===== config.mk =====
export PLATFORM = sky130hd
export DESIGN_NAME = comb_toplevel
export DESIGN_NICKNAME = d
export VERILOG_FILES = /design/src/rtl/comb_pkg.sv /design/src/rtl/comb_row_file.sv /design/src/rtl/comb_toplevel.sv
export SDC_FILE = /design/constraint.sdc
export NUM_CORES = 1
export LEC_CHECK = 0
export BUFFER_PORTS_ARGS = -buffer_cell sky130_fd_sc_hd__buf_2
export CAP_MARGIN = 15
export CORE_AREA = 5 5 165 325
export DETAILED_ROUTE_END_ITERATION = 7
export DIE_AREA = 0 0 170 330
export SLEW_MARGIN = 20
export SYNTH_ARGS = -nofsm -noshare
export SYNTH_HDL_FRONTEND = slang
export SYNTH_SLANG_ARGS = --single-unit

===== constraint.sdc =====
create_clock -name clk -period 14.54 [get_ports clk]
set_clock_uncertainty 0.05 [all_clocks]
set_input_delay 2.908 -clock clk [delete_from_list [all_inputs] [get_ports clk]]
set_output_delay 2.908 -clock clk [all_outputs]
set_load 0.02 [all_outputs]

===== src/rtl/comb_pkg.sv =====
// Shared definitions for the combination calculator: widths, FSM states, helpers.
package comb_pkg;

  localparam int IN_W  = 4;
  localparam int ANS_W = 15;
  localparam int ROWS  = 1 << IN_W;

  typedef enum logic [2:0] {
    IDLE   = 3'd0,
    LOADN  = 3'd1,
    INIT   = 3'd2,
    UPDATE = 3'd3,
    FINISH = 3'd4,
    DONE   = 3'd5
  } state_t;

  // Unsigned minimum of two operand-width values.
  function automatic logic [IN_W-1:0] min_op(input logic [IN_W-1:0] a,
                                             input logic [IN_W-1:0] b);
    return (a < b) ? a : b;
  endfunction

endpackage


===== src/rtl/comb_row_file.sv =====
// One row of Pascal's triangle held as a 16-entry register array.
// Supports clear-to-unit-row, in-place accumulate row[k] += row[k-1],
// and a combinational read port.
module comb_row_file
  import comb_pkg::*;
(
  input  logic             clk,
  input  logic             rst,
  input  logic             clear,
  input  logic             acc,
  input  logic [IN_W-1:0]  k,
  input  logic [IN_W-1:0]  rd_idx,
  output logic [ANS_W-1:0] rd_data
);

  logic [ANS_W-1:0] row [ROWS];

  // Row storage: clear to {1,0,0,...} or accumulate one entry per cycle.
  // NOTE: the array is reset explicitly so no entry ever reads as X, even
  // though INIT also clears it before every computation.
  always_ff @(posedge clk or posedge rst) begin
    if (rst) begin
      for (int i = 0; i < ROWS; i++) row[i] <= '0;
    end else if (clear) begin
      row[0] <= ANS_W'(1);
      for (int i = 1; i < ROWS; i++) row[i] <= '0;
    end else if (acc) begin
      // k is always >= 1 while accumulating, so k-1 never wraps.
      row[k] <= row[k] + row[k - IN_W'(1)];
    end
  end

  assign rd_data = row[rd_idx];

endmodule


===== src/rtl/comb_toplevel.sv =====
// Sequential combination calculator: answer = C(N,M).
// N then M arrive on a shared bus framed by start; Pascal's triangle is
// built in place one addition per cycle, and the result is held with Done.
module comb_toplevel
  import comb_pkg::*;
(
  input  logic             clk,
  input  logic             rst,
  input  logic             start,
  input  logic [IN_W-1:0]  N,
  output logic             Done,
  output logic [ANS_W-1:0] answer
);

  state_t          state;
  logic [IN_W-1:0] n_reg;
  logic [IN_W-1:0] m_reg;
  logic [IN_W-1:0] r;
  logic [IN_W-1:0] k;
  logic [ANS_W-1:0] rd_data;

  comb_row_file u_row (
    .clk     (clk),
    .rst     (rst),
    .clear   (state == INIT),
    .acc     (state == UPDATE),
    .k       (k),
    .rd_idx  (m_reg),
    .rd_data (rd_data)
  );

  // Control FSM: operand capture, row sweep sequencing and registered outputs.
  // NOTE: all state here is updated with non-blocking assignments so every
  // branch sees the pre-edge values of r, k and the operands.
  always_ff @(posedge clk or posedge rst) begin
    if (rst) begin
      state  <= IDLE;
      Done   <= 1'b0;
      answer <= '0;
      n_reg  <= '0;
      m_reg  <= '0;
      r      <= '0;
      k      <= '0;
    end else begin
      case (state)
        IDLE: begin
          if (start) begin
            n_reg <= N;
            state <= LOADN;
          end
        end
        LOADN: begin
          // While start stays high the latest N wins; the falling cycle carries M.
          if (start) begin
            n_reg <= N;
          end else begin
            m_reg <= N;
            state <= INIT;
          end
        end
        INIT: begin
          r     <= IN_W'(1);
          k     <= min_op(IN_W'(1), m_reg);
          state <= (n_reg == '0 || m_reg == '0) ? FINISH : UPDATE;
        end
        UPDATE: begin
          // k walks downward so row[k-1] still holds the previous row's value.
          if (k == IN_W'(1)) begin
            if (r == n_reg) begin
              state <= FINISH;
            end else begin
              r <= r + IN_W'(1);
              k <= min_op(r + IN_W'(1), m_reg);
            end
          end else begin
            k <= k - IN_W'(1);
          end
        end
        FINISH: begin
          // Entries above the last built row are still 0, so M>N yields 0.
          answer <= rd_data;
          Done   <= 1'b1;
          state  <= DONE;
        end
        DONE: begin
          if (start) begin
            Done  <= 1'b0;
            n_reg <= N;
            state <= LOADN;
          end
        end
        default: state <= IDLE;
      endcase
    end
  end

endmodule


==> summary.md, run 1 <==
| Metric | Value |
|---|---|
| Status | `completed` |
| Total track usage | `20.9%` |
| Switch share | `roughly 43%` |
| Detailed-route DRC error count | `0` |
| Cell with the most instances after synthesis | `dfrtp_1` |
| Inserted Clock Buffers | `25` |
| Worst setup SP type | `flop` |
| Mean post-synth cell area | `13.5 um2` |
| Pwr dens | `157 nW/um2` |
| WP buf/inv | `2` |
| Routed wire per std cell | `31.7 um` |
| Fill cell count | `4798` |
| RSZ-0062 raised after global routing | `false` |
| CP Data Arrival Time | `a little under 7 ns` |
| Largest net degree at the start of global routing | `~140` |
| Data required, critical path | `14.90 ns` |
| Post-DP HPWL | `37500 um` |
| Reg clk slew, reported paths | `0.07 ns` |
| Max Clk Rate | `156 MHz` |
| Yosys reg bits | `275` |
| Clock Latency Late Sink | `0.59 ns` |
| Cell Chain, Critical Path | `inv_1 -> ha_4 -> buf_4 -> mux4_2 -> mux4_2 -> ha_1 -> a211oi_1 -> nor2_1 -> a311o_1 -> a21oi_2 -> o21ai_0 -> a21oi_2 -> o21ai_0` |
| Cts hold-fix bufs | `0` |
| Storage element area | `6890 um2` |
| CTS tree | `done` |
| R2R setup slack | `8.13 ns` |
| Die Ht | `between 300 and 400 um` |
| Comb power frac | `42.3%` |
| Synthesized Nets | `roughly 1300` |
| Share of the synthesized area in the top cell type | `41.7%` |
| CP Depth | `13` |
| Worst setup endpoint | `u_row.row[12]` |
| Setup crit end kind | `flop` |
| R2R Path Start | `k[0]` |
| Worst slew margin | `approximately 17%` |
| Via Count | `12287` |
| Net Switching | `around 1.2 mW` |
| Largest registers | `u_row.row x240, answer x15` |
| Slew Limit Fails | `0` |
| Leak | `7.45 nW` |
| Port bufs | `22` |
| Reg2Reg Capture Point | `u_row.row[12]` |
| Least-Margin Pin Slew | `1.25 ns` |
| Htree depth | `1` |
| Fin nets | `1215` |
| Seq/Total Area, Yosys | `about two fifths` |
| Synth cell types | `51` |
| Worst Hold Slack | `about 0.44 ns` |
| Critical-path top delay cell | `dfrtp_4` |
| Post-route core utilization | `35.8%` |
| Post-Syn Area | `16500 um2` |
| Clock share of power | `25.3%` |
| Max reg flops | `240` |
| Antenna violations before repair | `0` |
| Setup-failing EPs final | `0` |
| IR drop worst, VDD | `between 0.0001 and 0.00015 V` |
| Crit share post-route | `44.1%` |
| Post-CTS Setup Bufs | `0` |
| IO Count | `23` |
| Largest area contributor in the netlist | `dfrtp_1` |
| Crit-path max FO | `52` |
| Placer Congestion | `between 0.9 and 1` |
| Ys flop type | `dfrtp_1` |
| Family with the most delay on the worst path | `compound AO/OA/AOI/OAI gates` |
| Synth Instances | `1222` |
| Setup crit start | `k[0]` |
| Rows | `117` |
| Sink Count | `275` |
| Hold Vio Cnt, Final | `0` |
| Flop pwr share | `32.4%` |
| Reg2Reg Depth | `13` |
| Min-Delay Path Class | `reg -> reg` |
| Area of the multi-input gates | `9220 um2` |
| Maxcap violations | `0` |
| CP max stage delay | `1.03 ns` |
| Initial Util | `32.5%` |
| Core box area | `50800 um2` |
| Via density | `roughly 6.6` |
| Die X | `170 um` |
| Internal power | `about 1.6 mW` |
| Area Growth Syn to Fin | `10.3%` |
| Vias in the first global route | `12929` |
| Die ar. | `about 56000 um2` |
| Pre-antenna DRT Iters | `5` |
| Area contributors post-synth | `dfrtp_1 42%, mux4_2 31%, a22o_1 9.4%` |
| EDFF count, synth | `0` |
| Yosys warns | `0` |
| Resized Gates After CTS | `0` |
| Layout cell share with drive strength beyond 1 | `31.1%` |
| Initial drt markers | `1320` |
| Clock Path Buffers | `3` |
| Crit Path Category | `reg -> reg` |
| Largest reg by FF count | `u_row.row` |
| Antenna viol nets, final | `0` |
| Commonest cells post-synth | `275 x dfrtp_1, 224 x mux4_2, 177 x a22o_1, 106 x nand2_1, 93 x o21ai_0` |
| Minimum clock period | `6.41 ns` |
| Remaining global-route overflow | `0` |
| First-pass GRT wire length | `86500 um` |
| Root buffer cell | `clkbuf_16` |
| Antenna Cells | `0` |
| Total Wirelength | `58800 um` |
| Ys async rst share | `between 90% and 100%` |
| Setup TNS Final | `0 ns` |
==> how the worst min path moves through the flow <==
stage | cells past startpoint | endpoint | slack (ns) | startpoint
floorplan | 2 | u_row.row[22] | 0.43 | u_row.row[22]
global placement | 1 | Done | 0.41 | Done
detailed placement | 1 | Done | 0.42 | Done
CTS | 1 | Done | 0.44 | Done
global route | 1 | Done | 0.45 | Done
finish | 1 | Done | 0.44 | Done
==> cells by family (layout without fill, tap and decap cells) <==
family / after synthesis / after routing / synth area share (%)
and+or+nand+nor: 192 / 192 / 5.06
xor gates and xnor gates: 19 / 19 / 1.14
muxes: 247 / 247 / 32.1
buffers and inverters: 131 / 112 / 3.20
DFF: 275 / 275 / 41.7
AOI/OAI and AO/OA: 334 / 334 / 14.9
adders and majority gates: 24 / 24 / 1.87
==> metrics by stage <==
stage / cell area (um2) / cells / total power, mW / setup slack [ns]
3_5_place_dp: 17300 / 1810 / 2.14 / 7.84
5_1_grt: 18200 / 1857 / 2.95 / 7.74
2_1_floorplan: 16500 / 1222 / 1.70 / 4.00
3_3_place_gp: 17300 / 1810 / 2.13 / 7.99
4_1_cts: 18100 / 1856 / 2.86 / 7.85
6_report: 18200 / 1857 / 2.86 / 8.13
==> worst register-to-register path, cell delays in order, from the launching register on <==
cell and delay, ns:
dfrtp_4 1.03, inv_1 0.31, ha_4 0.74, buf_4 0.61
mux4_2 0.59, mux4_2 0.47, ha_1 0.37, a211oi_1 0.27
nor2_1 0.12, a311o_1 0.38, a21oi_2 0.27, o21ai_0 0.25
a21oi_2 0.61, o21ai_0 0.21
==> layout by cell type, fill, tap and decap left out, types with 11 or more instances in the layout <==
master       n
buf_4       30
nand3_1     15
mux4_2     224
a22o_1     177
inv_1       11
mux2_2      21
a21oi_1     16
nand2_1    106
buf_2       22
clkbuf_16   25
ha_1        22
a22oi_1     17
o21ai_0     93
dfrtp_1    270
nor2_1      24
==> layer usage <==
layer | up-vias | track usage [%] | routed length, um
li1 | 4814 | - | -
met2 | 776 | 36.0 | 29900
met5 | - | 0 | 0
met3 | 279 | 3.01 | 3950
met1 | 6418 | 22.0 | 18700
met4 | 0 | 18.0 | 6220
==> cell type report <==
cell class,count,share of cell area (%)
tap,654,4.49
sequential,275,37.9
clock buffer,34,3.84
timing repair buffer,53,1.99
inverter,13,0.309
clock inverter,12,0.887
multi-input combinational,816,50.6
==> power by group through the flow <==
stage               logic, mW  clock network, mW  registers (mW)
floorplan               0.861                  0           0.841
global placement         1.19                  0           0.939
detailed placement       1.20                  0           0.943
CTS                      1.20              0.733           0.928
global route             1.25              0.754           0.943
finish                   1.21              0.725           0.927
Power figures use the tool's default switching activity.
==> run 2, diff against run 1 <==
==> constraint.sdc (replaced) <==
create_clock -name clk -period 6.4 [get_ports clk]
set_clock_uncertainty 0.05 [all_clocks]
set_input_delay 1.28 -clock clk [delete_from_list [all_inputs] [get_ports clk]]
set_output_delay 1.28 -clock clk [all_outputs]
set_load 0.02 [all_outputs]
==> summary.md, run 2 (synthesis results as in run 1) <==
| Metric | Value |
|---|---|
| Total track usage | `21.7% (was 20.9%)` |
| WP buf/inv | `2 (unchanged)` |
| Antenna violations before repair | `1 (was 0)` |
| Post-route core utilization | `36.1% (was 35.8%)` |
| Crit Path Category | `reg -> reg (unchanged)` |
| IO Count | `23 (unchanged)` |
| Post-DP HPWL | `39700 um (was 37500 um)` |
| Storage element area | `6890 um2 (unchanged)` |
| Clock Path Buffers | `3 (unchanged)` |
| Die Ht | `330 um (unchanged)` |
| Rows | `117 (unchanged)` |
| Total power | `6.63 mW (was 2.86 mW)` |
| Resized Gates After CTS | `0 (unchanged)` |
| Vias in the first global route | `13130 (was 12929)` |
| Die X | `170 um (unchanged)` |
| Antenna viol nets, final | `0 (unchanged)` |
| Area Growth Syn to Fin | `11.3% (was 10.3%)` |
| Die ar. | `56100 um2 (unchanged)` |
| Sink Count | `275 (unchanged)` |
| Setup TNS Final | `0 ns (unchanged)` |
| Minimum clock period | `5.13 ns (was 6.41 ns)` |
| Largest reg by FF count | `u_row.row (unchanged)` |
| Most frequent cells in the layout | `270 x dfrtp_1, 224 x mux4_2, 177 x a22o_1 (unchanged)` |
| Leak | `7.56 nW (was 7.45 nW)` |
| Largest net degree at the start of global routing | `158 (was 139)` |
| Clock Latency Late Sink | `0.58 ns (was 0.59 ns)` |
| Data required, critical path | `6.86 ns (was 14.90 ns)` |
| Critical-path top delay cell | `xor2_2 (was dfrtp_4)` |
| Worst setup SP type | `flop (unchanged)` |
| CTS tree | `done (unchanged)` |
| Status | `completed (unchanged)` |
| Maxcap violations | `0 (unchanged)` |
| RSZ-0062 raised after global routing | `false (unchanged)` |
| IR drop worst, VDD | `0.000240 V (was 0.000103 V)` |
| Min-Delay Path Class | `reg -> reg (unchanged)` |
| Fill cell count | `4756 (was 4798)` |
| First-pass GRT wire length | `89700 um (was 86500 um)` |
| Crit share post-route | `80.2% (was 44.1%)` |
| CP max stage delay | `0.65 ns (was 1.03 ns)` |
| Post-route cell area | `18400 um2 (was 18200 um2)` |
| Pre-antenna DRT Iters | `6 (was 5)` |
| Largest registers | `u_row.row x240, answer x15 (unchanged)` |
| Post-CTS Setup Bufs | `0 (unchanged)` |
| Via Count | `12401 (was 12287)` |
| Fin nets | `1233 (was 1215)` |
| Crit-path max FO | `33 (was 52)` |
| Family with the most delay on the worst path | `compound AO/OA/AOI/OAI gates (unchanged)` |
| Placer Congestion | `0.935 (was 0.920)` |
| Worst slew margin | `17.6% (was 16.7%)` |
| Least-Margin Pin Slew | `1.24 ns (was 1.25 ns)` |
| Antenna Cells | `0 (unchanged)` |
| Remaining global-route overflow | `0 (unchanged)` |
| Max reg flops | `240 (unchanged)` |
| CP Data Arrival Time | `5.59 ns (was 6.78 ns)` |
| Total Wirelength | `60700 um (was 58800 um)` |
| Initial Util | `32.5% (unchanged)` |
| Root buffer cell | `clkbuf_16 (unchanged)` |
| Via density | `6.61 (was 6.62)` |
| Setup-failing EPs final | `0 (unchanged)` |
| Initial drt markers | `1772 (was 1320)` |
| Area of the multi-input gates | `9200 um2 (was 9220 um2)` |
| Port bufs | `22 (unchanged)` |
| Placed inst area | `17400 um2 (was 17300 um2)` |
| Core box area | `50800 um2 (unchanged)` |
| Pwr dens | `361 nW/um2 (was 157 nW/um2)` |
| Htree depth | `1 (unchanged)` |
| Worst Hold Slack | `0.430 ns (was 0.437 ns)` |
| Max Clk Rate | `195 MHz (was 156 MHz)` |
| Cell Chain, Critical Path | `buf_4 -> buf_4 -> mux4_2 -> mux4_2 -> ha_1 -> a211oi_1 -> nor2_1 -> a311o_1 -> a21oi_2 -> o21ai_0 -> xor2_2 -> a22o_1 (was inv_1 -> ha_4 -> buf_4 -> mux4_2 -> mux4_2 -> ha_1 -> a211oi_1 -> nor2_1 -> a311o_1 -> a21oi_2 -> o21ai_0 -> a21oi_2 -> o21ai_0)` |
| Routed wire per std cell | `32.4 um (was 31.7 um)` |
| Detailed-route DRC error count | `0 (unchanged)` |
| Setup crit end kind | `flop (unchanged)` |
| Hold Vio Cnt, Final | `0 (unchanged)` |
| Slew Limit Fails | `0 (unchanged)` |
| Layout cell share with drive strength beyond 1 | `32.2% (was 31.1%)` |
| Inserted Clock Buffers | `26 (was 25)` |
| Most common cell after layout, fill and taps aside | `dfrtp_1 (unchanged)` |
| Cts hold-fix bufs | `0 (unchanged)` |
| Reg clk slew, reported paths | `0.07 ns (about the same)` |
==> run 2: cell count changes in the layout (fill, tap and decap cells not counted), moves of 3 or more <==
cell,before,now
nand2_1,106,101
buf_4,30,46
nand2_2,0,5
clkinv_2,1,4
==> run 2: worst reg2reg max path: cells and delay by family, from the launching register on <==
family                   cells  cell delay, ns
multiplexers                 2            1.08
AND/OR/NAND/NOR              1            0.12
XOR/XNOR                     1            0.65
buffers and inverters        2            0.95
AO/OA/AOI/OAI                5            1.42
flip-flops                   1            0.41
adder cells (fa/ha/maj)      1            0.39
==> run 2: area by class of cell <==
type / instances / share of cell area [%]
Timing Repair Buffer: 70 / 2.70
Sequential cell: 275 / 37.5
Multi-Input combinational cell: 816 / 50.1
Clock buffer: 38 / 4.18
Inverter: 13 / 0.286
Tap cell: 654 / 4.46
Clock inverter: 10 / 0.736
==> run 2: metal layers <==
| layer | vias to the layer above | part of all wire [%] | global-route usage (%) |
|---|---|---|---|
| met1 | 6350 | 30 | 22.4 |
| met5 | - | 0.033 | 0 |
| met3 | 339 | 8.1 | 4.44 |
| met4 | 2 | 12 | 20.6 |
| li1 | 4861 | - | - |
| met2 | 849 | 49 | 36.0 |
==> run 2: worst paths after layout <==
| kind | slack (ns) | end | from | depth (start not counted) |
|---|---|---|---|---|
| min reg2reg | 0.43 | Done | Done | 1 |
| max in group asynchronous | 4.41 | u_row.row[136] | rst | 3 |
| min | 0.43 | Done | Done | 1 |
| max reg2reg | 1.27 | u_row.row[130] | k[0] | 12 |
| max | 1.27 | u_row.row[130] | k[0] | 12 |
| min in group asynchronous | 0.62 | answer[8] | rst | 2 |
==> run 2: stage by stage <==
stage,std cells,setup slack (ns)
floorplan,1222,0.198
global placement,1828,1.09
detailed placement,1828,1.23
CTS,1876,1.23
global route,1876,0.944
finish,1876,1.27
==> run 2: power by group <==
| part | switching, mW | internal [mW] | total (mW) |
|---|---|---|---|
| clock network | 0.730 | 0.955 | 1.69 |
| registers | 0.196 | 1.82 | 2.02 |
| logic | 1.92 | 1.02 | 2.93 |
==> run 3, diff against run 2 <==
==> constraint.sdc (replaced) <==
create_clock -name clk -period 5.3 [get_ports clk]
set_clock_uncertainty 0.05 [all_clocks]
set_input_delay 1.06 -clock clk [delete_from_list [all_inputs] [get_ports clk]]
set_output_delay 1.06 -clock clk [all_outputs]
set_load 0.02 [all_outputs]
==> summary.md, run 3 (synthesis results as in run 1) <==
| Metric | Value |
|---|---|
| Status | `completed (unchanged)` |
| Antenna viol nets, final | `0 (unchanged)` |
| Final WS setup | `0.303 ns (was 1.27 ns)` |
| Antenna violations before repair | `0 (was 1)` |
| Least-Margin Pin Slew | `1.25 ns (was 1.24 ns)` |
| Total Wirelength | `60300 um (was 60700 um)` |
| Clock Path Buffers | `3 (unchanged)` |
| Sink Count | `275 (unchanged)` |
| Clock Latency Late Sink | `0.57 ns (was 0.58 ns)` |
| Post-DP HPWL | `39500 um (was 39700 um)` |
| Die Ht | `330 um (unchanged)` |
| Largest reg by FF count | `u_row.row (unchanged)` |
| First-pass GRT wire length | `88600 um (was 89700 um)` |
| Largest registers | `u_row.row x240, answer x15 (unchanged)` |
| Vias in the first global route | `13054 (was 13130)` |
| Maxcap violations | `0 (unchanged)` |
| RSZ-0062 raised after global routing | `false (unchanged)` |
| Htree depth | `1 (unchanged)` |
| Hold Vio Cnt, Final | `0 (unchanged)` |
| Placer Congestion | `0.909 (was 0.935)` |
| Routed wire per std cell | `32.0 um (was 32.4 um)` |
| Most common cell after layout, fill and taps aside | `dfrtp_1 (unchanged)` |
| Min-Delay Path Class | `reg -> reg (unchanged)` |
| Die X | `170 um (unchanged)` |
| Worst slew margin | `16.5% (was 17.6%)` |
| CTS tree | `done (unchanged)` |
| Most frequent cells in the layout | `269 x dfrtp_1, 224 x mux4_2, 177 x a22o_1 (was 270 x dfrtp_1, 224 x mux4_2, 177 x a22o_1)` |
| Post-route insts no fill | `1883 (was 1876)` |
| Max Clk Rate | `200 MHz (was 195 MHz)` |
| Via density | `6.63 (was 6.61)` |
| Total track usage | `21.4% (was 21.7%)` |
| Setup TNS Final | `0 ns (unchanged)` |
| Max reg flops | `240 (unchanged)` |
| Leak | `7.59 nW (was 7.56 nW)` |
| Pre-antenna DRT Iters | `5 (was 6)` |
| Crit-path max FO | `16 (was 33)` |
| Placed instance count | `1835 (was 1828)` |
| Data required, critical path | `5.66 ns (was 6.86 ns)` |
| IO Count | `23 (unchanged)` |
| Place WS | `0.0957 ns (was 1.23 ns)` |
| Minimum clock period | `5.00 ns (was 5.13 ns)` |
| CP Data Arrival Time | `5.36 ns (was 5.59 ns)` |
| Crit Path Category | `reg -> reg (unchanged)` |
| Worst setup SP type | `flop (unchanged)` |
| Initial Util | `32.5% (unchanged)` |
| Pwr dens | `435 nW/um2 (was 361 nW/um2)` |
| Core box area | `50800 um2 (unchanged)` |
| Largest net degree at the start of global routing | `143 (was 158)` |
| Die ar. | `56100 um2 (unchanged)` |
| Setup crit end kind | `flop (unchanged)` |
| Initial drt markers | `1329 (was 1772)` |
| Area Growth Syn to Fin | `11.9% (was 11.3%)` |
| R2R setup slack | `0.30 ns (was 1.27 ns)` |
| Via Count | `12485 (was 12401)` |
| Fill cell count | `4788 (was 4756)` |
| Layout cell share with drive strength beyond 1 | `32.7% (was 32.2%)` |
| Port bufs | `22 (unchanged)` |
| Inserted Clock Buffers | `26 (unchanged)` |
| Detailed-route DRC error count | `0 (unchanged)` |
| Fin nets | `1240 (was 1233)` |
| IR drop worst, VDD | `0.000271 V (was 0.000240 V)` |
| Crit share post-route | `94.3% (was 80.2%)` |
| Rows | `117 (unchanged)` |
| Setup-failing EPs final | `0 (unchanged)` |
| Reg clk slew, reported paths | `0.07 ns (about the same)` |
| Root buffer cell | `clkbuf_16 (unchanged)` |
| Remaining global-route overflow | `0 (unchanged)` |
| Slew Limit Fails | `0 (unchanged)` |
-- run 3: cell count changes in the layout (fill, tap and decap cells not counted), sizes merged --
cell / previous run / this run
clkinv: 5 / 2
diode: 0 / 1
inv: 13 / 12
bufinv: 3 / 2
buf: 70 / 77
clkinvlp: 2 / 6
-- run 3: final cells by class --
class	count	area (um2)	share of cell area (%)
Tap cell	654	818	4.43
Sequential cell	275	6890	37.3
Multi-Input combinational cell	816	9200	49.8
Clock inverter	9	108	0.583
Clock buffer	38	797	4.32
Inverter	13	52.6	0.285
Timing Repair Buffer	77	598	3.24
Antenna cell	1	2.50	0.0136
-- run 3: routing by layer --
layer  track usage, %  up-vias  part of all wire [%]
met4             17.8        0                    10
met1             23.5     6566                    33
li1                 -     4868                     -
met3             3.03      253                   6.9
met5                0        -                     0
met2             36.2      798                    50
-- run 3: final timing paths --
path	from	endpoint	cells after the start
max	k[0]	u_row.row[12]	15
min	Done	Done	1
max reg2reg	k[0]	u_row.row[12]	15
min reg2reg	Done	Done	1
max in group asynchronous	rst	u_row.row[15]	3
min in group asynchronous	rst	u_row.row[235]	2
-- run 3: worst max-delay path: stages (launching register included) --
cell and delay [ns]:
dfrtp_4 0.43, inv_1 0.09, ha_4 0.43, mux4_2 0.54, mux4_2 0.46, ha_1 0.24, fa_1 0.51, a211oi_1 0.25
buf_4 0.14, nor2_1 0.05, a311o_1 0.37, a21oi_2 0.21, o21ai_1 0.16, buf_4 0.17, a21oi_2 0.53, o21ai_0 0.20
-- run 3: report_power, final --
group / switching [mW] / internal (mW) / leakage [nW] / total [mW]
registers: 0.313 / 2.20 / 3.80 / 2.51
clock network: 0.885 / 1.14 / 0.431 / 2.03
logic: 2.24 / 1.26 / 3.36 / 3.51
-- run 3: what timing repair did --
item	in CTS	in global routing
hold buffers	0	0
endpoints found under the setup margin	0	16
gates resized for setup	0	1
setup buffers	0	0
-- run 3: per-stage QoR --
| stage | utilization, % | power [mW] | hold WS [ns] | instance area (um2) |
|---|---|---|---|---|
| global route | 36.3 | 8.28 | 0.461 | 18500 |
| global placement | 34.5 | 5.95 | 0.410 | 17500 |
| CTS | 36.3 | 8.02 | 0.448 | 18400 |
| detailed placement | 34.5 | 6.00 | 0.424 | 17500 |
| finish | 36.4 | 8.04 | 0.439 | 18500 |
| floorplan | - | 4.77 | 0.427 | 16600 |
